**config.mk**
```make
export PLATFORM = sky130hd
export DESIGN_NAME = flash_rd_arbiter
export DESIGN_NICKNAME = d
export VERILOG_FILES = /design/src/rtl/flash_rd_arbiter.sv
export SDC_FILE = /design/constraint.sdc
export NUM_CORES = 1
export LEC_CHECK = 0
export ABC_AREA = 0
export CAP_MARGIN = 5
export CORE_ASPECT_RATIO = 1.75
export CORE_UTILIZATION = 40
export DETAILED_ROUTE_END_ITERATION = 6
export HOLD_SLACK_MARGIN = 0.1
export PLACE_DENSITY = 0.74
export REMOVE_ABC_BUFFERS = 1
export SLEW_MARGIN = 40
export SYNTH_ARGS = -nofsm -noshare
export SYNTH_HDL_FRONTEND = slang
export SYNTH_SLANG_ARGS = --single-unit
```
**constraint.sdc**
```tcl
create_clock -name HCLK -period 3 [get_ports HCLK]
set_clock_uncertainty 0.15 [all_clocks]
set_input_delay 0.75 -clock HCLK [delete_from_list [all_inputs] [get_ports HCLK]]
set_output_delay 0.75 -clock HCLK [all_outputs]
set_load 0.02 [all_outputs]
```
**src/rtl/flash_rd_arbiter.sv**
```systemverilog
// rtl/flash_rd_arbiter.sv - two-port round-robin read scheduler for the shared flash read engine
//
// Shares one flash read engine between the instruction-fetch port and the data
// port. One engine read is sequenced per buffer miss; repeat reads of the last
// fetched word are answered from a one-entry word buffer.
//
// Ports:
//   HCLK, HRESETn          clock, synchronous active-low reset
//   flush                  invalidate the word buffer
//   i_req/i_addr           instruction-port request (held until i_ack)
//   i_ack/i_rdata          instruction-port one-cycle ack, data held to next ack
//   d_req/d_addr           data-port request (held until d_ack)
//   d_ack/d_rdata          data-port one-cycle ack, data held to next ack
//   eng_start/eng_addr     engine start pulse and word address
//   eng_busy               engine cannot accept a start
//   eng_done/eng_data      engine completion pulse and read word
//   grant                  current engine owner, one-hot {data, instr}

module flash_rd_arbiter #(
    parameter int AW = 24
) (
    input  logic          HCLK,
    input  logic          HRESETn,
    input  logic          flush,
    input  logic          i_req,
    input  logic [AW-1:0] i_addr,
    output logic          i_ack,
    output logic [31:0]   i_rdata,
    input  logic          d_req,
    input  logic [AW-1:0] d_addr,
    output logic          d_ack,
    output logic [31:0]   d_rdata,
    output logic          eng_start,
    output logic [AW-1:0] eng_addr,
    input  logic          eng_busy,
    input  logic          eng_done,
    input  logic [31:0]   eng_data,
    output logic [1:0]    grant
);

    typedef enum logic [1:0] {
        S_IDLE  = 2'd0,
        S_ISSUE = 2'd1,
        S_WAIT  = 2'd2,
        S_RESP  = 2'd3
    } state_t;

    state_t          r_state;
    state_t          w_state_nxt;

    logic            r_i_ack,      w_i_ack_nxt;
    logic            r_d_ack,      w_d_ack_nxt;
    logic            r_eng_start,  w_eng_start_nxt;
    logic [31:0]     r_i_rdata,    w_i_rdata_nxt;
    logic [31:0]     r_d_rdata,    w_d_rdata_nxt;
    logic [AW-1:0]   r_eng_addr,   w_eng_addr_nxt;
    logic [1:0]      r_grant,      w_grant_nxt;
    logic            r_buf_valid,  w_buf_valid_nxt;
    logic [AW-3:0]   r_buf_addr,   w_buf_addr_nxt;
    logic [31:0]     r_buf_data,   w_buf_data_nxt;
    logic            r_last_d,     w_last_d_nxt;   // 1: data port was served last
    logic            r_sel_d,      w_sel_d_nxt;    // port owning the current access

    logic            w_any_req;
    logic            w_sel_i;
    logic [AW-3:0]   w_sel_waddr;
    logic            w_hit;
    logic            w_unused_addr_bits;

    // Byte-lane bits never take part in word selection.
    assign w_unused_addr_bits = &{1'b0, i_addr[1:0], d_addr[1:0]};

    assign w_any_req   = i_req | d_req;
    // Instruction port wins when alone, or when the data port was served last.
    assign w_sel_i     = i_req & (~d_req | r_last_d);
    assign w_sel_waddr = w_sel_i ? i_addr[AW-1:2] : d_addr[AW-1:2];
    // A flush in the same cycle must not be bypassed by a hit.
    assign w_hit       = r_buf_valid & ~flush & (w_sel_waddr == r_buf_addr);

    always_ff @(posedge HCLK) begin
        if (!HRESETn) begin
            r_state     <= S_IDLE;
            r_i_ack     <= 1'b0;
            r_d_ack     <= 1'b0;
            r_eng_start <= 1'b0;
            r_i_rdata   <= '0;
            r_d_rdata   <= '0;
            r_eng_addr  <= '0;
            r_grant     <= 2'b00;
            r_buf_valid <= 1'b0;
            r_buf_addr  <= '0;
            r_buf_data  <= '0;
            r_last_d    <= 1'b1;
            r_sel_d     <= 1'b0;
        end else begin
            r_state     <= w_state_nxt;
            r_i_ack     <= w_i_ack_nxt;
            r_d_ack     <= w_d_ack_nxt;
            r_eng_start <= w_eng_start_nxt;
            r_i_rdata   <= w_i_rdata_nxt;
            r_d_rdata   <= w_d_rdata_nxt;
            r_eng_addr  <= w_eng_addr_nxt;
            r_grant     <= w_grant_nxt;
            r_buf_valid <= w_buf_valid_nxt;
            r_buf_addr  <= w_buf_addr_nxt;
            r_buf_data  <= w_buf_data_nxt;
            r_last_d    <= w_last_d_nxt;
            r_sel_d     <= w_sel_d_nxt;
        end
    end

    always_comb begin
        w_state_nxt     = r_state;
        w_i_ack_nxt     = 1'b0;
        w_d_ack_nxt     = 1'b0;
        w_eng_start_nxt = 1'b0;
        w_i_rdata_nxt   = r_i_rdata;
        w_d_rdata_nxt   = r_d_rdata;
        w_eng_addr_nxt  = r_eng_addr;
        w_grant_nxt     = r_grant;
        w_buf_valid_nxt = r_buf_valid;
        w_buf_addr_nxt  = r_buf_addr;
        w_buf_data_nxt  = r_buf_data;
        w_last_d_nxt    = r_last_d;
        w_sel_d_nxt     = r_sel_d;

        case (r_state)
            S_IDLE: begin
                if (w_any_req) begin
                    w_sel_d_nxt = ~w_sel_i;
                    if (w_hit) begin
                        // Ack is registered, so it appears in RESP.
                        w_state_nxt = S_RESP;
                        if (w_sel_i) begin
                            w_i_ack_nxt   = 1'b1;
                            w_i_rdata_nxt = r_buf_data;
                        end else begin
                            w_d_ack_nxt   = 1'b1;
                            w_d_rdata_nxt = r_buf_data;
                        end
                    end else if (!eng_busy) begin
                        w_state_nxt     = S_ISSUE;
                        w_eng_start_nxt = 1'b1;
                        w_eng_addr_nxt  = {w_sel_waddr, 2'b00};
                        w_grant_nxt     = w_sel_i ? 2'b01 : 2'b10;
                    end
                end
            end
            S_ISSUE: begin
                w_state_nxt = S_WAIT;
            end
            S_WAIT: begin
                if (eng_done) begin
                    w_state_nxt     = S_RESP;
                    w_buf_data_nxt  = eng_data;
                    w_buf_addr_nxt  = r_eng_addr[AW-1:2];
                    w_buf_valid_nxt = ~flush;
                    if (r_sel_d) begin
                        w_d_ack_nxt   = 1'b1;
                        w_d_rdata_nxt = eng_data;
                    end else begin
                        w_i_ack_nxt   = 1'b1;
                        w_i_rdata_nxt = eng_data;
                    end
                end
            end
            S_RESP: begin
                w_state_nxt  = S_IDLE;
                w_last_d_nxt = r_sel_d;
                w_grant_nxt  = 2'b00;
            end
            default: begin
                w_state_nxt = S_IDLE;
            end
        endcase

        if (flush) begin
            w_buf_valid_nxt = 1'b0;
        end
    end

    assign i_ack     = r_i_ack;
    assign d_ack     = r_d_ack;
    assign i_rdata   = r_i_rdata;
    assign d_rdata   = r_d_rdata;
    assign eng_start = r_eng_start;
    assign eng_addr  = r_eng_addr;
    assign grant     = r_grant;

endmodule

```
==> impl_metrics.py, run 1 <==
metrics = {
    "outcome": {
        "status": "completed",
    },
    "floorplan": {
        "rows": 62,
        "dieArea_um2": 17400,
        "core_region_area_um2": 16400,
        "fp.dieH_um": 174,
        "die_x_um": 100,
        "start_util_pct": 41.0,
        "pin_count": 180,
    },
    "grt": {
        "grt_pass1_wl_mm": 31.2,
        "antenna_found_initial": 0,
        "grt_max_degree": 55,
        "grt_usage_pct": 22.8,
        "first_global_vias": 6386,
        "grt_overflow_total": 0,
    },
    "clock_network": {
        "numCtsBuffers": 17,
        "cts_tree": "built",
        "path_clk_slew_ps": 60,
        "cts_root_buf": "clkbuf_16",
        "clk_latency_ps": 410,
        "cts.path.max_buffers": 2,
        "holdBufCountCts": 0,
        "h-tree-depth": 4,
        "clock-sinks": 150,
    },
    "worst_setup_path": {
        "cp_max_fo": 3,
        "r2r_cells": 11,
        "critPathRequiredTime_ps": 3180,
        "start_kind": "primary input",
        "path_class": "primary input to flip-flop",
        "endpoint_kind": "flip-flop",
        "arrival_ps": 3150,
        "r2r_end": "eng_addr[14]$_SDFFE_PN0P_",
        "rr_startpoint": "r_last_d$_SDFFE_PN1P_",
        "r2r_setup_slack_ps": 140,
    },
    "pwr": {
        "power_leakage_nw": 4.00,
        "p_switching_mw": 1.43,
        "peakVddDrop_uv": 335,
        "p_sw_share_pct": 27.8,
        "intPower_mw": 3.70,
        "power_frac_comb_pct": 19.6,
        "sequentialPowerShare_pct": 40.8,
        "p_per_area_nw_per_um2": 526,
        "p_clk_share_pct": 39.6,
    },
    "job": {
        "drv_cap": 0,
    },
    "detailed_routing": {
        "wl_met1_mm": 7.47,
        "dr_wl_met2_mm": 10.9,
        "drtAntennaViolNets": 0,
        "firstDrtPassIters": 5,
        "drt_iter0_drc": 255,
        "top_layer": "met4",
        "viasPerCell": 5.09,
        "drc_errors": 0,
        "vias": 6229,
        "totalWireLength_mm": 19.9,
        "dr_wl_met3_um": 880,
        "wl_per_cell_um": 16.3,
    },
    "yosys": {
        "ys_seq_elements": 150,
        "synth_edf_count": 0,
        "synth_ff_type": "dfxtp_1",
        "seq_area_frac_synth_pct": 44.6,
        "ys_warn_count": 0,
        "ys_async_sr_fraction_pct": 0,
        "syn_area_per_cell_um2": 8.48,
        "synthesis.area_um2": 6740,
        "yosys.area.top_type": "dfxtp_1",
        "yosys-top-cells-area": "dfxtp_1 (45%), nand2_1 (14%), mux2i_1 (11%)",
        "syn_inst": 794,
        "synth_cell_types": 54,
        "synth.top_cell.area_share_pct": 44.6,
    },
    "sta": {
        "fin_ws_ps": 23.1,
        "drv_slew": 0,
        "setup_violations": 0,
        "worst_pin_slew_ps": 557,
        "hold_ws_ps": 303,
        "fin_crit_ps": 2980,
        "fin_crit_sh_pct": 99.2,
        "relSlewSlack_pct": 62.9,
        "hold_viol": 0,
        "max_freq_mhz": 336,
    },
    "hold_path": {
        "hp-start": "r_buf_data[19]$_SDFFE_PN0P_",
        "hold_depth": 2,
        "min_path_type": "flip-flop to flip-flop",
        "min_to": "r_buf_data[19]$_SDFFE_PN0P_",
    },
    "final_layout": {
        "nFillCells": 1427,
        "seq_area_um2": 3000,
        "multiInputGateArea_um2": 3530,
        "layout-drive-gt1-share_pct": 15.8,
        "diodes": 0,
        "final_nets": 1076,
        "syn_to_final_growth_pct": 44.7,
    },
    "placed_design": {
        "place_ws_ps": -823,
        "hpwl_mm": 13.2,
        "port_buffers": 173,
        "gp_congestion": 0.838,
    },
}
-- metrics by stage --
stage | instance area [um^2] | TNS [ps] | std cells | utilization [%] | total power, mW
detailed placement | 8900 | -69980 | 1182 | 54.1 | 3.05
CTS | 9610 | 0 | 1221 | 58.4 | 5.15
global placement | 8900 | -64610 | 1182 | 54.1 | 3.04
floorplan | 6480 | -92920 | 741 | - | 2.61
finish | 9750 | 0 | 1223 | 59.3 | 5.13
global route | 9750 | -134 | 1223 | 59.3 | 5.32
-- flip-flops by register name (all words and copies together) (netlist names) --
signal	flops
r_buf_valid	1
r_sel_d	1
eng_start	1
grant	2
i_ack	1
d_rdata	32
d_ack	1
i_rdata	32
r_buf_addr	22
r_buf_data	32
eng_addr	22
r_state	2
r_last_d	1
-- layout make-up --
type / count / share of cell area [%]
clock inverters: 13 / 1.26
inverters: 25 / 0.963
flip-flops and latches: 150 / 30.8
well taps: 224 / 2.88
multi-input cells: 566 / 36.3
repair buffers: 226 / 23.4
clock buffers: 19 / 4.44
-- cell usage after synthesis, drive strengths merged (6+ instances only) --
library cell  count
inv              24
nand2           256
a21o             13
mux2i            76
a21oi            78
clkbuf           36
nand3             6
buf              18
nor2             14
xnor2            10
dfxtp           150
o21ai            13
mux2             34
xor2              8
-- timing repair --
item	CTS	global route
gates resized for setup	25	44
buffers inserted	5	1
endpoints found under the setup margin	93	93
gates cloned	2	1
pin swaps	11	17
-- worst max-delay path: stages --
cell,delay (ps)
clkdlybuf4s50_1,500
xor2_1,250
nor2_1,80
a311oi_2,380
or4_4,220
o211ai_4,100
buf_6,170
buf_4,130
buf_4,130
or3_1,300
a21oi_1,150
-- cells in the final DEF, fill, tap and decap left out, drive strengths merged, types with 4 or more instances in the layout --
master         count
nand2            256
clkdlybuf4s50    152
dfxtp            150
a21oi             78
mux2i             76
buf               52
mux2              34
inv               29
clkbuf            25
nor2              14
a21o              13
o21ai             13
dlymetal6s2s      10
xnor2             10
xor2               8
nand3              6
or2                5
a222oi             4
clkinvlp           4
a221oi             4
clkinv             4
-- power groups by stage --
stage	Combinational (mW)	Sequential [mW]	Clock (mW)
3_5_place_dp	0.914	2.14	0
2_1_floorplan	0.435	2.18	0
5_1_grt	1.07	2.10	2.15
6_report	1.00	2.10	2.03
3_3_place_gp	0.907	2.14	0
4_1_cts	0.978	2.09	2.08
-- kinds of logic after synthesis --
group	share of synthesized area [%]
XOR/XNOR	2.34
flip-flops	44.6
buffers and inverters	5.24
AND/OR/NAND/NOR	17.8
other	0.0557
adder cells (fa/ha/maj)	0.557
AO/OA/AOI/OAI	12.4
multiplexers	17.0
-- metal layers --
metal / GRT usage [%] / up-vias
met2: 43.9 / 198
li1: - / 3046
met1: 23.2 / 2939
met3: 3.75 / 46
met5: 0 / -
met4: 10.5 / 0
-- worst max-delay path by stage --
stage	slack (ps)	to	startpoint	cells after the start
after floorplan	-1110	eng_addr[11]$_SDFFE_PN0P_	d_req	8
after global placement	-780	eng_addr[15]$_SDFFE_PN0P_	d_req	11
after detailed placement	-820	eng_addr[11]$_SDFFE_PN0P_	d_req	11
after CTS	20	i_rdata[5]$_SDFFE_PN0P_	i_addr[2]	10
after global routing	-50	eng_addr[14]$_SDFFE_PN0P_	d_addr[9]	10
final	20	grant[1]$_SDFFE_PN0P_	i_addr[6]	11
(Power assumes the default switching activity.)
==> run 2: changes to the inputs <==
- SLEW_MARGIN: 40 -> 10
==> results of run 2 <==
Final layout, timing and power as in run 1 (identical DEF).
==> run 3: changes to the inputs <==
- DONT_BUFFER_PORTS: unset -> 1
- PLACE_DENSITY: 0.74 -> 0.59
- RECOVER_POWER: unset -> 50
==> impl_metrics.py, run 3 (same netlist as run 1, synthesis figures left out) <==
metrics = {
    "clock_network": {
        "numCtsBuffers": 17,
        "path_clk_slew_ps": 60,
        "h-tree-depth": 4,
        "cts_root_buf": "clkbuf_16",
        "holdBufCountCts": 0,
        "cts_tree": "built",
        "cts.path.max_buffers": 2,
        "cts_setup_buffers": 0,
        "clk_latency_ps": 420,
        "clock-sinks": 150,
    },
    "sta": {
        "max_freq_mhz": 343,
        "drv_slew": 0,
        "setup_violations": 0,
        "fin_crit_sh_pct": 97.2,
        "relSlewSlack_pct": 29.7,
        "fin_crit_ps": 2920,
        "fin_ws_ps": 83.1,
        "hold_viol": 0,
        "hold_ws_ps": 251,
        "worst_pin_slew_ps": 1060,
        "finalSetupTns_ps": 0,
    },
    "floorplan": {
        "rows": 62,
        "pin_count": 180,
        "start_util_pct": 41.0,
        "die_x_um": 100,
        "fp.dieH_um": 174,
        "core_region_area_um2": 16400,
        "dieArea_um2": 17400,
    },
    "pwr": {
        "p_clk_share_pct": 44.5,
        "sequentialPowerShare_pct": 42.5,
        "power_leakage_nw": 3.20,
        "power_frac_comb_pct": 13.0,
        "p_switching_mw": 1.29,
        "peakVddDrop_uv": 317,
        "intPower_mw": 3.76,
        "p_sw_share_pct": 25.6,
        "p_per_area_nw_per_um2": 647,
    },
    "worst_setup_path": {
        "cpMaxStageDelayCell": "or4_4",
        "endpoint": "eng_addr[15]$_SDFFE_PN0P_",
        "critPathRequiredTime_ps": 3150,
        "endpoint_kind": "flip-flop",
        "cp_max_fo": 15,
        "rr_startpoint": "r_last_d$_SDFFE_PN1P_",
        "r2r_cells": 11,
        "start_kind": "flip-flop",
        "crit_start": "r_last_d$_SDFFE_PN1P_",
        "crit_path_frequent_cell": "buf_4",
        "r2r_setup_slack_ps": 80,
        "arrival_ps": 3060,
        "crit_chain": "nand2b_4, and2_2, buf_4, mux2_2, o21ai_0, buf_4, or4_4, o211ai_4, buf_12, mux2i_1, nor2_1",
        "slowest_delay_ps": 470,
        "r2r_end": "eng_addr[15]$_SDFFE_PN0P_",
        "path_class": "flip-flop to flip-flop",
    },
    "placed_design": {
        "port_buffers": 0,
        "gp_congestion": 0.782,
        "placed_area_um2": 7150,
        "hpwl_mm": 12.5,
        "place_ws_ps": -327,
    },
    "grt": {
        "first_global_vias": 5544,
        "grt_overflow_total": 0,
        "antenna_found_initial": 0,
        "grt_usage_pct": 21.1,
        "grt_pass1_wl_mm": 28.5,
        "grt_max_degree": 102,
    },
    "outcome": {
        "status": "completed",
    },
    "detailed_routing": {
        "totalWireLength_mm": 18.1,
        "wl_per_cell_um": 17.5,
        "viasPerCell": 5.23,
        "firstDrtPassIters": 4,
        "top_layer": "met4",
        "drtAntennaViolNets": 0,
        "wl_met1_mm": 6.42,
        "drc_errors": 0,
        "dr_wl_met3_mm": 1.10,
        "drt_iter0_drc": 215,
        "dr_wl_met2_mm": 9.97,
        "vias": 5398,
    },
    "job": {
        "drv_cap": 0,
    },
    "final_layout": {
        "layout-drive-gt1-share_pct": 14.6,
        "syn_to_final_growth_pct": 15.8,
        "layout.cells.most_common": "nand2_1",
        "diodes": 0,
        "postLayoutCellArea_um2": 7800,
        "final_nets": 887,
        "nFillCells": 1630,
        "layout.cells.most_common_list": "nand2_1 (255), dfxtp_1 (150), a21oi_1 (78), mux2i_1 (76), mux2_2 (33)",
    },
    "hold_path": {
        "min_path_type": "primary input to flip-flop",
    },
}
## run 3: routing by layer
metal / GRT usage (%) / vias up
met3: 5.40 / 31
li1: - / 2661
met1: 20.7 / 2551
met4: 9.78 / 0
met5: 0 / -
met2: 40.1 / 155
## run 3: layout make-up
class                   instances  area, um^2  area share (%)
multi-input cells             566        3430            43.9
flip-flops and latches        150        3000            38.5
clock buffers                  23         498            6.38
repair buffers                 37         382            4.89
well taps                     224         280            3.59
clock inverters                 8         120            1.54
inverters                      25        93.8            1.20
## run 3: worst min path at each step
stage | to | cells past startpoint | startpoint
floorplan | r_buf_data[0]$_SDFFE_PN0P_ | 2 | r_buf_data[0]$_SDFFE_PN0P_
global placement | r_buf_data[11]$_SDFFE_PN0P_ | 2 | r_buf_data[11]$_SDFFE_PN0P_
detailed placement | r_buf_data[11]$_SDFFE_PN0P_ | 2 | r_buf_data[11]$_SDFFE_PN0P_
CTS | r_buf_valid$_SDFFE_PP0P_ | 1 | flush
global route | r_buf_valid$_SDFFE_PP0P_ | 1 | flush
finish | r_buf_valid$_SDFFE_PP0P_ | 1 | flush
## run 3: critical path: cells and delay by family, from the launching register on
family | cells | cell delay, ps
AND/OR/NAND/NOR | 4 | 950
buffers and inverters | 3 | 530
AO/OA/AOI/OAI | 2 | 430
multiplexers | 2 | 400
flip-flops | 1 | 320
## run 3: timing repair
action,4_1_cts,5_1_grt
setup endpoints to repair,0,31
hold endpoints to repair,0,0
resized for setup,0,5
## run 3: power groups by stage
stage          combinational, mW  sequential, mW  clock (mW)
2_1_floorplan              0.435            2.18           0
5_1_grt                    0.712            2.15        2.39
4_1_cts                    0.642            2.15        2.31
6_report                   0.655            2.15        2.25
3_5_place_dp               0.639            2.19           0
3_3_place_gp               0.641            2.19           0
## run 3: through the flow
| stage | util, % | cells | power [mW] |
|---|---|---|---|
| global route | 47.4 | 1033 | 5.25 |
| global placement | 43.5 | 1001 | 2.83 |
| finish | 47.4 | 1033 | 5.05 |
| CTS | 47.2 | 1032 | 5.10 |
| floorplan | - | 741 | 2.61 |
| detailed placement | 43.5 | 1001 | 2.83 |
